`src/rtl/cnt_sched_pkg.sv`:
```
// Shared types and default widths for the counter job scheduler.
package cnt_sched_pkg;

    localparam int unsigned CNT_WIDTH = 4;
    localparam int unsigned CNT_LENW  = 4;

    typedef enum logic [1:0] {
        IDLE = 2'd0,
        LOAD = 2'd1,
        RUN  = 2'd2,
        DONE = 2'd3
    } sched_state_t;

endpackage

```
`src/rtl/cnt_rr_arb.sv`:
```
// Combinational round-robin arbiter: first set request at or after ptr, wrapping.
module cnt_rr_arb #(
    parameter int unsigned NREQ = 4,
    localparam int unsigned IDXW = (NREQ > 1) ? $clog2(NREQ) : 1
) (
    input  logic [NREQ-1:0] req,
    input  logic [IDXW-1:0] ptr,
    output logic [NREQ-1:0] win_oh,
    output logic [IDXW-1:0] win_idx
);

    logic        found;
    int unsigned j;

    always_comb begin
        found   = 1'b0;
        win_oh  = '0;
        win_idx = '0;
        j       = 0;
        for (int unsigned k = 0; k < NREQ; k++) begin
            j = (32'(ptr) + k) % NREQ;
            if (!found && req[j]) begin
                found     = 1'b1;
                win_oh[j] = 1'b1;
                win_idx   = IDXW'(j);
            end
        end
    end

endmodule

```
`src/rtl/cnt_job_sched.sv`:
```
// Round-robin scheduler sharing one up/down counter among NREQ counting jobs.
// The counter has no enable, so idle/done hold it by reloading its own value.
module cnt_job_sched
    import cnt_sched_pkg::*;
#(
    parameter int unsigned NREQ  = 4,
    parameter int unsigned WIDTH = CNT_WIDTH,
    parameter int unsigned LENW  = CNT_LENW
) (
    input  logic                  clk,
    input  logic                  rst,
    input  logic [NREQ-1:0]       req,
    input  logic [NREQ*WIDTH-1:0] req_start,
    input  logic [NREQ-1:0]       req_down,
    input  logic [NREQ*LENW-1:0]  req_len,
    output logic [NREQ-1:0]       gnt,
    output logic [NREQ-1:0]       done,
    output logic [WIDTH-1:0]      result,
    output logic                  wrap,
    output logic                  busy,
    output logic                  cnt_load_en,
    output logic [WIDTH-1:0]      cnt_load,
    output logic                  cnt_down,
    input  logic [WIDTH-1:0]      cnt_count,
    input  logic                  cnt_rollover
);

    localparam int unsigned IDXW = (NREQ > 1) ? $clog2(NREQ) : 1;

    sched_state_t state, state_d;

    logic [IDXW-1:0]  ptr;
    logic [IDXW-1:0]  owner_q;
    logic [WIDTH-1:0] start_q;
    logic             down_q;
    logic [LENW-1:0]  len_q;
    logic [LENW-1:0]  rem;
    logic             wrap_q;

    logic [NREQ-1:0]  win_oh;
    logic [IDXW-1:0]  win_idx;
    logic             any_req;
    logic [IDXW-1:0]  next_ptr;
    logic [WIDTH-1:0] sel_start;
    logic             sel_down;
    logic [LENW-1:0]  sel_len;
    logic             wrap_hit;

    cnt_rr_arb #(.NREQ(NREQ)) u_arb (
        .req     (req),
        .ptr     (ptr),
        .win_oh  (win_oh),
        .win_idx (win_idx)
    );

    assign any_req  = |req;
    assign next_ptr = (win_idx == IDXW'(NREQ - 1)) ? '0 : win_idx + IDXW'(1);
    assign wrap_hit = down_q ? (cnt_count == '0) : cnt_rollover;

    // Mux the winning requester's job fields out of the flat request buses.
    always_comb begin
        sel_start = '0;
        sel_down  = 1'b0;
        sel_len   = '0;
        for (int unsigned i = 0; i < NREQ; i++) begin
            if (win_oh[i]) begin
                sel_start = req_start[i*WIDTH +: WIDTH];
                sel_down  = req_down[i];
                sel_len   = req_len[i*LENW +: LENW];
            end
        end
    end

    always_ff @(posedge clk or posedge rst) begin
        if (rst) state <= IDLE;
        else     state <= state_d;
    end

    always_comb begin
        state_d     = state;
        gnt         = '0;
        done        = '0;
        result      = '0;
        wrap        = 1'b0;
        busy        = (state != IDLE);
        cnt_load_en = 1'b1;
        cnt_load    = cnt_count;
        cnt_down    = 1'b0;
        case (state)
            IDLE: begin
                if (any_req && !rst) begin
                    gnt     = win_oh;
                    state_d = LOAD;
                end
            end
            LOAD: begin
                cnt_load = start_q;
                state_d  = (len_q == '0) ? DONE : RUN;
            end
            RUN: begin
                cnt_load_en = 1'b0;
                cnt_down    = down_q;
                if (rem == LENW'(1)) state_d = DONE;
            end
            DONE: begin
                done[owner_q] = 1'b1;
                result        = cnt_count;
                wrap          = wrap_q;
                state_d       = IDLE;
            end
            default: state_d = IDLE;
        endcase
    end

    // Job latches, step counter, wrap flag and round-robin pointer.
    always_ff @(posedge clk or posedge rst) begin
        if (rst) begin
            ptr     <= '0;
            owner_q <= '0;
            start_q <= '0;
            down_q  <= 1'b0;
            len_q   <= '0;
            rem     <= '0;
            wrap_q  <= 1'b0;
        end else begin
            case (state)
                IDLE: begin
                    if (any_req) begin
                        start_q <= sel_start;
                        down_q  <= sel_down;
                        len_q   <= sel_len;
                        owner_q <= win_idx;
                        wrap_q  <= 1'b0;
                        ptr     <= next_ptr;
                    end
                end
                LOAD: rem <= len_q;
                RUN: begin
                    rem <= rem - LENW'(1);
                    if (wrap_hit) wrap_q <= 1'b1;
                end
                default: ;
            endcase
        end
    end

endmodule

```
`config.mk`:
```
export PLATFORM = sky130hd
export DESIGN_NAME = cnt_job_sched
export DESIGN_NICKNAME = d
export VERILOG_FILES = /design/src/rtl/cnt_sched_pkg.sv /design/src/rtl/cnt_rr_arb.sv /design/src/rtl/cnt_job_sched.sv
export SDC_FILE = /design/constraint.sdc
export NUM_CORES = 1
export LEC_CHECK = 0
export CORE_MARGIN = 3
export CORE_UTILIZATION = 52
export DETAILED_ROUTE_END_ITERATION = 7
export GPL_TIMING_DRIVEN = 0
export PLACE_DENSITY_LB_ADDON = 0.15
export SLEW_MARGIN = 20
export SYNTH_ARGS = -nofsm -noshare
export SYNTH_HDL_FRONTEND = slang
export SYNTH_SLANG_ARGS = --single-unit
```
`constraint.sdc`:
```
create_clock -name clk -period 5.6 [get_ports clk]
set_input_delay 1.12 -clock clk [delete_from_list [all_inputs] [get_ports clk]]
set_output_delay 1.12 -clock clk [all_outputs]
set_load 0.05 [all_outputs]
```
==> metrics.md <==
| Metric | Value |
|---|---|
| Status | complete, no violations |
| Power Dens Cells | 614 nW/um2 |
| Setup Fix Bufs, Post-CTS | 0 |
| IO Count | 67 |
| Vias in the first global route | 2,357 |
| Die area | 5280 um2 |
| ANT cells | 0 |
| GRT Total Usage | 25.8% |
| Initial Util | 55.8% |
| Layout cells sized above 1 | 16.8% |
| Worst Path Required | 4.48 ns |
| Drt total wl | 6570 um |
| Syn nets | 349 |
| TNS Setup | 0 ns |
| Max IR drop VDD | 0.462 mV |
| GPL Wtd Cong | 0.908 |
| Placed Cells | 404 |
| Synth top area cells | dfrtp_1, ha_1, nand2_1, a21oi_1, a211oi_2 |
| Largest net degree at the start of global routing | 23 |
| Register area share after synthesis | 21.7% |
| EDFF count, synth | 0 |
| GRT overflow | 0 |
| Post-Synthesis Cell Area | 2310 um2 |
| Cells after synthesis | 289 |
| Vias per cell | 5.94 |
| Hold_buf cts | 0 |
| Inserted Clock Buffers | 3 |
| Critical Path Start Type | input port |
| Arr. time, crit path | 4.32 ns |
| Fill count | 339 |
| Final Setup Violations | 0 |
| DR vias | 2,418 |
| Warnings from Yosys | 0 |
| I/O Buffers | 65 |
| CP max FO | 10 |
| FFs w/ async S/R, synth | 100% |
| Final Cycle Share | 97.1% |
| RSZ-0062 raised after global routing | false |
| Post_cts resized | 0 |
| Worst min path class | flip-flop to flip-flop |
| Drt first pass iters | 4 |
| Clk sink count | 20 |
| TritonCTS clock tree | built |
| Slew @ Worst Pin | 0.798 ns |
| WHS | 0.526 ns |
| Root buf cell | clkbuf_8 |
| Final Max Tran Viols | 0 |
| Row count | 23 |
| Clk Latency, worst-skew pair | 0.26 ns |
| Initial antenna violation count | 0 |
| Longest Clk Path Bufs | 2 |
| Final hold vios | 0 |
| Clk slew on worst S/H paths | 0.07 ns |
| First-pass GRT wire length | 10,900 um |
| Clk_skew | 0.00229 ns |
| Vert. Die Dim | 72.7 um |
| Synthesized area per cell | 8.00 um2 |
| DRC | 0 |
| CP Class | input port to output port |
| Die Span X | 72.7 um |
| CP endpoint kind | output port |
| Max-cap violations | 0 |
| Final cell count without fillers | 407 |
| Routed Antenna Nets | 0 |
| LEAKAGE | 1.24 nW |
| Max frequency | 184 MHz |
| # H-tree levels | 1 |
| Relative slew slack | 46.8% |
| Fin crit period | 5.44 ns |
| Synth Register Bits | 20 |
| Post-synth top area share | 21.7% |
| Netlist cell types | 45 |
| WL per Instance | 16.1 um |
| Final core utilization | 74.0% |
| Core area | 4140 um2 |
| Post-layout net count | 419 |
| Synth area leader | dfrtp_1 |
| Post-synth top flop | dfrtp_1 |
| Initial DRC Count | 167 |
| Placed wire-length estimate | 5210 um |
| Area grow syn2layout | 32.8% |
==> power breakdown <==
group | leakage, nW | switching, W | internal [W] | total [W]
sequential | 0.233 | 0.0000828 | 0.000223 | 0.000306
clock | 0.0216 | 0.0000494 | 0.0000481 | 0.0000975
combinational | 0.987 | 0.000900 | 0.000580 | 0.00148
total | 1.24 | 0.00103 | 0.000851 | 0.00188
==> cell usage in the layout, fill, tap and decap left out, types with 4 or more instances in the layout <==
master	n
clkdlybuf4s50_1	64
nand2_1	32
inv_1	22
a21oi_1	22
o21ai_0	20
dfrtp_1	20
nor2_1	18
ha_1	13
a31oi_1	9
o21ai_2	9
a21oi_2	9
nand3b_1	9
nand4_1	9
clkbuf_1	8
a31o_2	8
a211oi_2	8
and2_1	6
mux2_2	5
buf_6	4
mux4_2	4
nor3b_1	4
a21o_1	4
nand2b_1	4
a211oi_1	4
==> metrics by stage <==
stage | worst slack [ns] | total power, W | area, um2
6_report | 0.162 | 0.00188 | 3070
5_1_grt | 0.0323 | 0.00205 | 3070
4_1_cts | 0.0317 | 0.00187 | 3070
3_5_place_dp | 0.0506 | 0.00177 | 3020
3_3_place_gp | 0.0925 | 0.00173 | 3020
2_1_floorplan | 0.677 | 0.00140 | 2310
==> synthesized netlist by cell type, drive strengths merged, types with 6 or more instances <==
cell and n:
a31o 8, clkbuf 8, a31oi 9, a21oi 31
o21ai 30, nand2 33, nand4 9, dfrtp 20
nand3b 9, a211oi 12, nor2 18, and2 6
inv 22, ha 13, buf 10
==> logic make-up (layout without fill, tap and decap cells) <==
logic type | after synthesis | count (layout) | synth area share, %
adder cells (fa/ha/maj) | 13 | 13 | 7.04
AO/OA/AOI/OAI | 102 | 102 | 31.4
multiplexers | 11 | 11 | 7.20
XOR/XNOR | 2 | 2 | 0.758
buffers and inverters | 41 | 109 | 8.61
AND/OR/NAND/NOR | 100 | 100 | 23.3
flip-flops | 20 | 20 | 21.7
==> state kept, by name, indices dropped and copies added, names as in the netlist, named ones only <==
| signal | flops |
|---|---|
| len_q | 4 |
| rem | 4 |
| start_q | 4 |
| owner_q | 2 |
| state | 2 |
| down_q | 1 |
| ptr | 1 |
| wrap_q | 1 |
==> final cells by class <==
class	count	area, um2	share of cell area (%)
well taps	50	62.6	2.04
repair buffers	65	653	21.3
inverters	23	86.3	2.81
multi-input cells	228	1610	52.5
flip-flops and latches	20	500	16.3
plain buffers	18	113	3.67
clock buffers	3	41.3	1.35
==> per-layer routing <==
metal / global-route usage, % / routed length (um)
met5: 0 / 0
met4: 7.38 / 93
met3: 3.86 / 442
met2: 44.7 / 3210
met1: 33.1 / 2830
==> worst paths after layout <==
path                           start  slack, ns    endpoint  depth (start not counted)
max in group asynchronous        rst       3.61      rem[3]                          2
max reg2reg                flip-flop       2.35  start_q[0]                         11
min                           wrap_q       0.53      wrap_q                          2
max                           req[1]       0.16      gnt[3]                          7
min in group asynchronous        rst       1.49   async pin                          2
min reg2reg                   wrap_q       0.53      wrap_q                          2
==> critical path: stages <==
cell	delay, ns
clkdlybuf4s50_1	0.55
mux4_2	0.52
buf_4	0.18
nor4b_4	0.43
nand2_1	0.31
a211oi_1	0.35
clkdlybuf4s50_1	0.85
(Power assumes the default switching activity.)
==> variant 1, RTL diff (config.mk and constraints unchanged) <==
`CNT_LENW`: 4 -> 2.
--- a/src/rtl/cnt_sched_pkg.sv
+++ b/src/rtl/cnt_sched_pkg.sv
@@ -2,7 +2,7 @@
 package cnt_sched_pkg;
 
     localparam int unsigned CNT_WIDTH = 4;
-    localparam int unsigned CNT_LENW  = 4;
+    localparam int unsigned CNT_LENW  = 2;
 
     typedef enum logic [1:0] {
         IDLE = 2'd0,
Interface: changed (resized req_len); port bits go from 67 to 59. No check against the original RTL was run, so the function may have changed too.
==> variant 1 against the original RTL <==
- cell area is 23% lower
- first-iteration DRC count decreased by 28%
- sequential cell count shrank 4
- total power fell by 26%
- routed wire length down 26%
- critical path depth rose by 2
- setup slack improved by 0.076 ns
- area after synthesis decreased by 27%
==> variant 1: results (changes against the original RTL) <==
| Metric | Value |
|---|---|
| VDD IR max | `395.6 uV (-14%)` |
| Met2 usage | `0.4229 (-0.02397)` |
| Max incr delay on CP | `0.81 ns (-0.04 ns)` |
| First-pass GRT wire length | `8.390 mm (-23%)` |
| Fillers | `248 (-27%)` |
| Clock power frac | `0.056 (+0.004)` |
| Hold Path End | `rem[0]` |
| I/O Buffers | `57 (-12%)` |
| GP Congestion | `0.8660 (-4.6%)` |
| Worst-skew pair later-pin latency | `0.29 ns (+0.03 ns)` |
| Initial drt markers | `121 (-28%)` |
| Post-DP Area | `2316 um^2 (-23%)` |
| Met1 WL | `2.149 mm (-24%)` |
| Synthesized-area fraction occupied by adder cells | `0.08882 (+0.01844)` |
| P_comb | `1.07 mW (-28%)` |
| Clock slew at reported path FFs | `0.11 ns (+0.04 ns)` |
| Grt met1 use | `0.3543 (+0.02293)` |
| Post-DP HPWL | `3.738 mm (-28%)` |
| Synth Area in Compound Gates | `0.2058 (-0.1082)` |
| Register area share after synthesis | `0.2369 (+0.02029)` |
| Switch Pwr | `0.7320 mW (-29%)` |
| Synth Area in XOR/XNOR | `0.005181 (-0.002399)` |
| Commonest cells in the synthesized netlist | `nand2_1 (23), dfrtp_1 (16), inv_1 (13), nor2_1 (13), ha_1 (12)` |
| Internal reg-to-reg setup slack | `2.05 ns (-0.30 ns)` |
| Largest net degree at the start of global routing | `19 (-17%)` |
| Status | `completed` |
| Met3 Routed Length | `455 um (+2.9%)` |
| Hold Path Origin | `rem[0]` |
| Count of cell types in the netlist | `40 (-11%)` |
| Vias in the first global route | `1723 (-27%)` |
| Synth area leaders | `dfrtp_1 (24%), ha_1 (8.9%), nand2_1 (5.1%)` |
| Least-Margin Pin Slew | `0.6918 ns (-0.1058 ns)` |
| Wire per inst | `16.36 um (+1.3%)` |
| Via/cell ratio | `5.906 (-0.58%)` |
| Metal2 WL | `2.257 mm (-30%)` |
## variant 1: changes by cell type after synthesis, moves of 7 or more
cell and delta:
a211oi_2 -8, a21oi_1 -14, a21oi_2 -8, a311oi_1 +7, a31o_2 -8, a31oi_1 -9
inv_1 -9, nand2_1 -9, nand4_1 -9, nor4_1 +8, o21ai_0 -12, o21ai_2 -9
o2bb2ai_1 +7
## variant 1: metrics by stage
stage	power (mW)	worst slack (ns)	hold slack, ns	cells
floorplan	1.022	0.8984	0.4633	194
global placement	1.270	0.2842	0.4902	295
detailed placement	1.299	0.2528	0.4985	295
CTS	1.385	0.2604	0.5093	299
global route	1.500	0.06837	0.5529	299
finish	1.388	0.2377	0.5071	299
## variant 1: area by class of cell
| class | count | area share |
|---|---|---|
| Multi-Input combinational cell | 153 | 0.4912 |
| Timing Repair Buffer | 57 | 0.2419 |
| Sequential cell | 16 | 0.1698 |
| Buffer | 12 | 0.03767 |
| Tap cell | 44 | 0.02334 |
| Inverter | 13 | 0.02069 |
| Clock buffer | 4 | 0.01538 |
==> variant 2, RTL diff (config.mk and constraints unchanged) <==
Made on the original files. Put a register stage on the output `cnt_load`, with the module's reset. The value now appears one clock later. The other outputs are not delayed to match.
--- a/src/rtl/cnt_job_sched.sv
+++ b/src/rtl/cnt_job_sched.sv
@@ -26,6 +26,8 @@
 );
 
     localparam int unsigned IDXW = (NREQ > 1) ? $clog2(NREQ) : 1;
+
+    logic [WIDTH-1:0] cnt_load_d;
 
     sched_state_t state, state_d;
 
@@ -84,7 +86,7 @@
         wrap        = 1'b0;
         busy        = (state != IDLE);
         cnt_load_en = 1'b1;
-        cnt_load    = cnt_count;
+        cnt_load_d  = cnt_count;
         cnt_down    = 1'b0;
         case (state)
             IDLE: begin
@@ -94,7 +96,7 @@
                 end
             end
             LOAD: begin
-                cnt_load = start_q;
+                cnt_load_d = start_q;
                 state_d  = (len_q == '0) ? DONE : RUN;
             end
             RUN: begin
@@ -144,5 +146,13 @@
         end
     end
 
+    always_ff @(posedge clk or posedge rst) begin
+        if (rst) begin
+            cnt_load <= '0;
+        end else begin
+            cnt_load <= cnt_load_d;
+        end
+    end
+
 endmodule
 
Check against the original RTL: not equivalent (a bounded check fails within 4 cycles, from zero or initial values and one cycle with rst high).
==> variant 2 against the original RTL <==
- clock power up 56%
- cell area down 2.2%
- sequential cell count up 4
- combinational power down 9%
- area after synthesis down 5.3%
- routed wire length down 7.1%
- sequential power up 9.5%
- hold slack better by 0.0076 ns
- total power down 2.8%
- cell count down 8.1%
- setup slack better by 0.11 ns
- largest cell class unchanged
==> variant 2: results (changes against the original RTL) <==
| Metric | Value |
|---|---|
| First-pass GRT wire length | `10.25 mm (-6.2%)` |
| Gr usage total | `0.2480 (-0.009765)` |
| Largest net degree at the start of global routing | `27 (+17%)` |
| Initial drt markers | `162 (-3.0%)` |
| Max incr delay on CP | `0.80 ns (-0.05 ns)` |
| Crit path DAT | `4.21 ns (-0.11 ns)` |
| I/O Buffers | `66 (+1.5%)` |
| Syn_nets | `316 (-9.5%)` |
| Commonest cells in the synthesized netlist | `nand2_1 (29), dfrtp_1 (24), nor2_1 (21)` |
| Via/cell ratio | `6.064 (+2.1%)` |
| Post-CTS setup buffer count | `0 (unchanged)` |
| Status | `completed` |
| GP Congestion | `0.8763 (-3.5%)` |
| Share of cells above drive strength 1 | `0.09816 (-0.06991)` |
| Leakage Power | `1.266 nW (+2.0%)` |
| Vias in the first global route | `2104 (-11%)` |
| Synth area leaders | `dfrtp_1 (27%), ha_1 (7.4%), nand2_1 (5.0%)` |
| Worst Skew | `0.005233 ns (+0.002939 ns)` |
| TritonCTS Buffers | `3 (unchanged)` |
| Post-Synthesis Cells | `256 (-11%)` |
| VDD IR max | `332.3 uV (-28%)` |
| Nets | `387 (-7.6%)` |
| Wire per inst | `16.32 um (+1.1%)` |
| Clock slew at reported path FFs | `0.09 ns (+0.02 ns)` |
| Register area share after synthesis | `0.2744 (+0.05788)` |
| Slew HR | `0.3877 (-0.07996)` |
[variant 2: worst paths after layout]
kind	cells past startpoint	end	start	slack (ns)
worst max-delay path	12	gnt[1]	flop	0.27
worst min-delay path	2	start_q[2]	start_q[2]	0.53
worst max register to register	12	start_q[3]	flop	1.87
worst min register to register	2	start_q[2]	start_q[2]	0.53
max in group asynchronous	2	rem[2]	rst	3.60
min in group asynchronous	2	len_q[0]	rst	1.44
[variant 2: cell families after synthesis]
logic type	after synthesis	share of synthesized area
AND/OR/NAND/NOR	100	0.2327
AO/OA/AOI/OAI	74	0.2544
flip-flops	24	0.2744
adder cells (fa/ha/maj)	13	0.07433
buffers and inverters	27	0.05431
XOR/XNOR	1	0.004003
multiplexers	17	0.1058
[variant 2: cell type report]
class / instances / area (um^2)
repair buffers: 66 / 663.1
clock inverters: 1 / 30.03
fillers: 295 / 853.3
multi-input cells: 205 / 1486
well taps: 48 / 60.06
flip-flops and latches: 24 / 600.6
clock buffers: 3 / 41.29
plain buffers: 17 / 81.33
inverters: 10 / 37.54
[variant 2: per-layer routing]
metal  wire length [um]  vias to the layer above  GRT usage  part of all wire
li1                   -                     1096          -                 -
met1               2661                     1092     0.3437              0.44
met2               3100                       76     0.4284              0.51
met3                297                        4    0.01278             0.049
met4                 43                        0    0.05428            0.0070
met5                  0                        -          0                 0
[variant 2: critical path: cells and delay by family, from the launching register on]
kind                       cells  cell delay (ns)
DFF                            1             0.46
AOI/OAI and AO/OA              2             0.51
and+or+nand+nor                2             0.31
buffers and inverters          6             1.89
adders and majority gates      1             0.35
muxes                          1             0.41
[variant 2: per-stage QoR]
step | setup slack, ns | area [um^2] | cells
after floorplan | 0.9839 | 2188 | 256
after global placement | 0.2375 | 2909 | 370
after detailed placement | 0.1309 | 2909 | 370
after CTS | 0.1061 | 2980 | 374
after global routing | 0.002045 | 3000 | 374
final | 0.2715 | 3000 | 374
[variant 2: power groups by stage]
| stage | clock (mW) | sequential, mW | combinational [mW] |
|---|---|---|---|
| after detailed placement | 0 | 0.334 | 1.31 |
| final | 0.152 | 0.335 | 1.34 |
| after global routing | 0.157 | 0.345 | 1.47 |
| after global placement | 0 | 0.329 | 1.27 |
| after CTS | 0.151 | 0.332 | 1.32 |
| after floorplan | 0 | 0.357 | 0.956 |
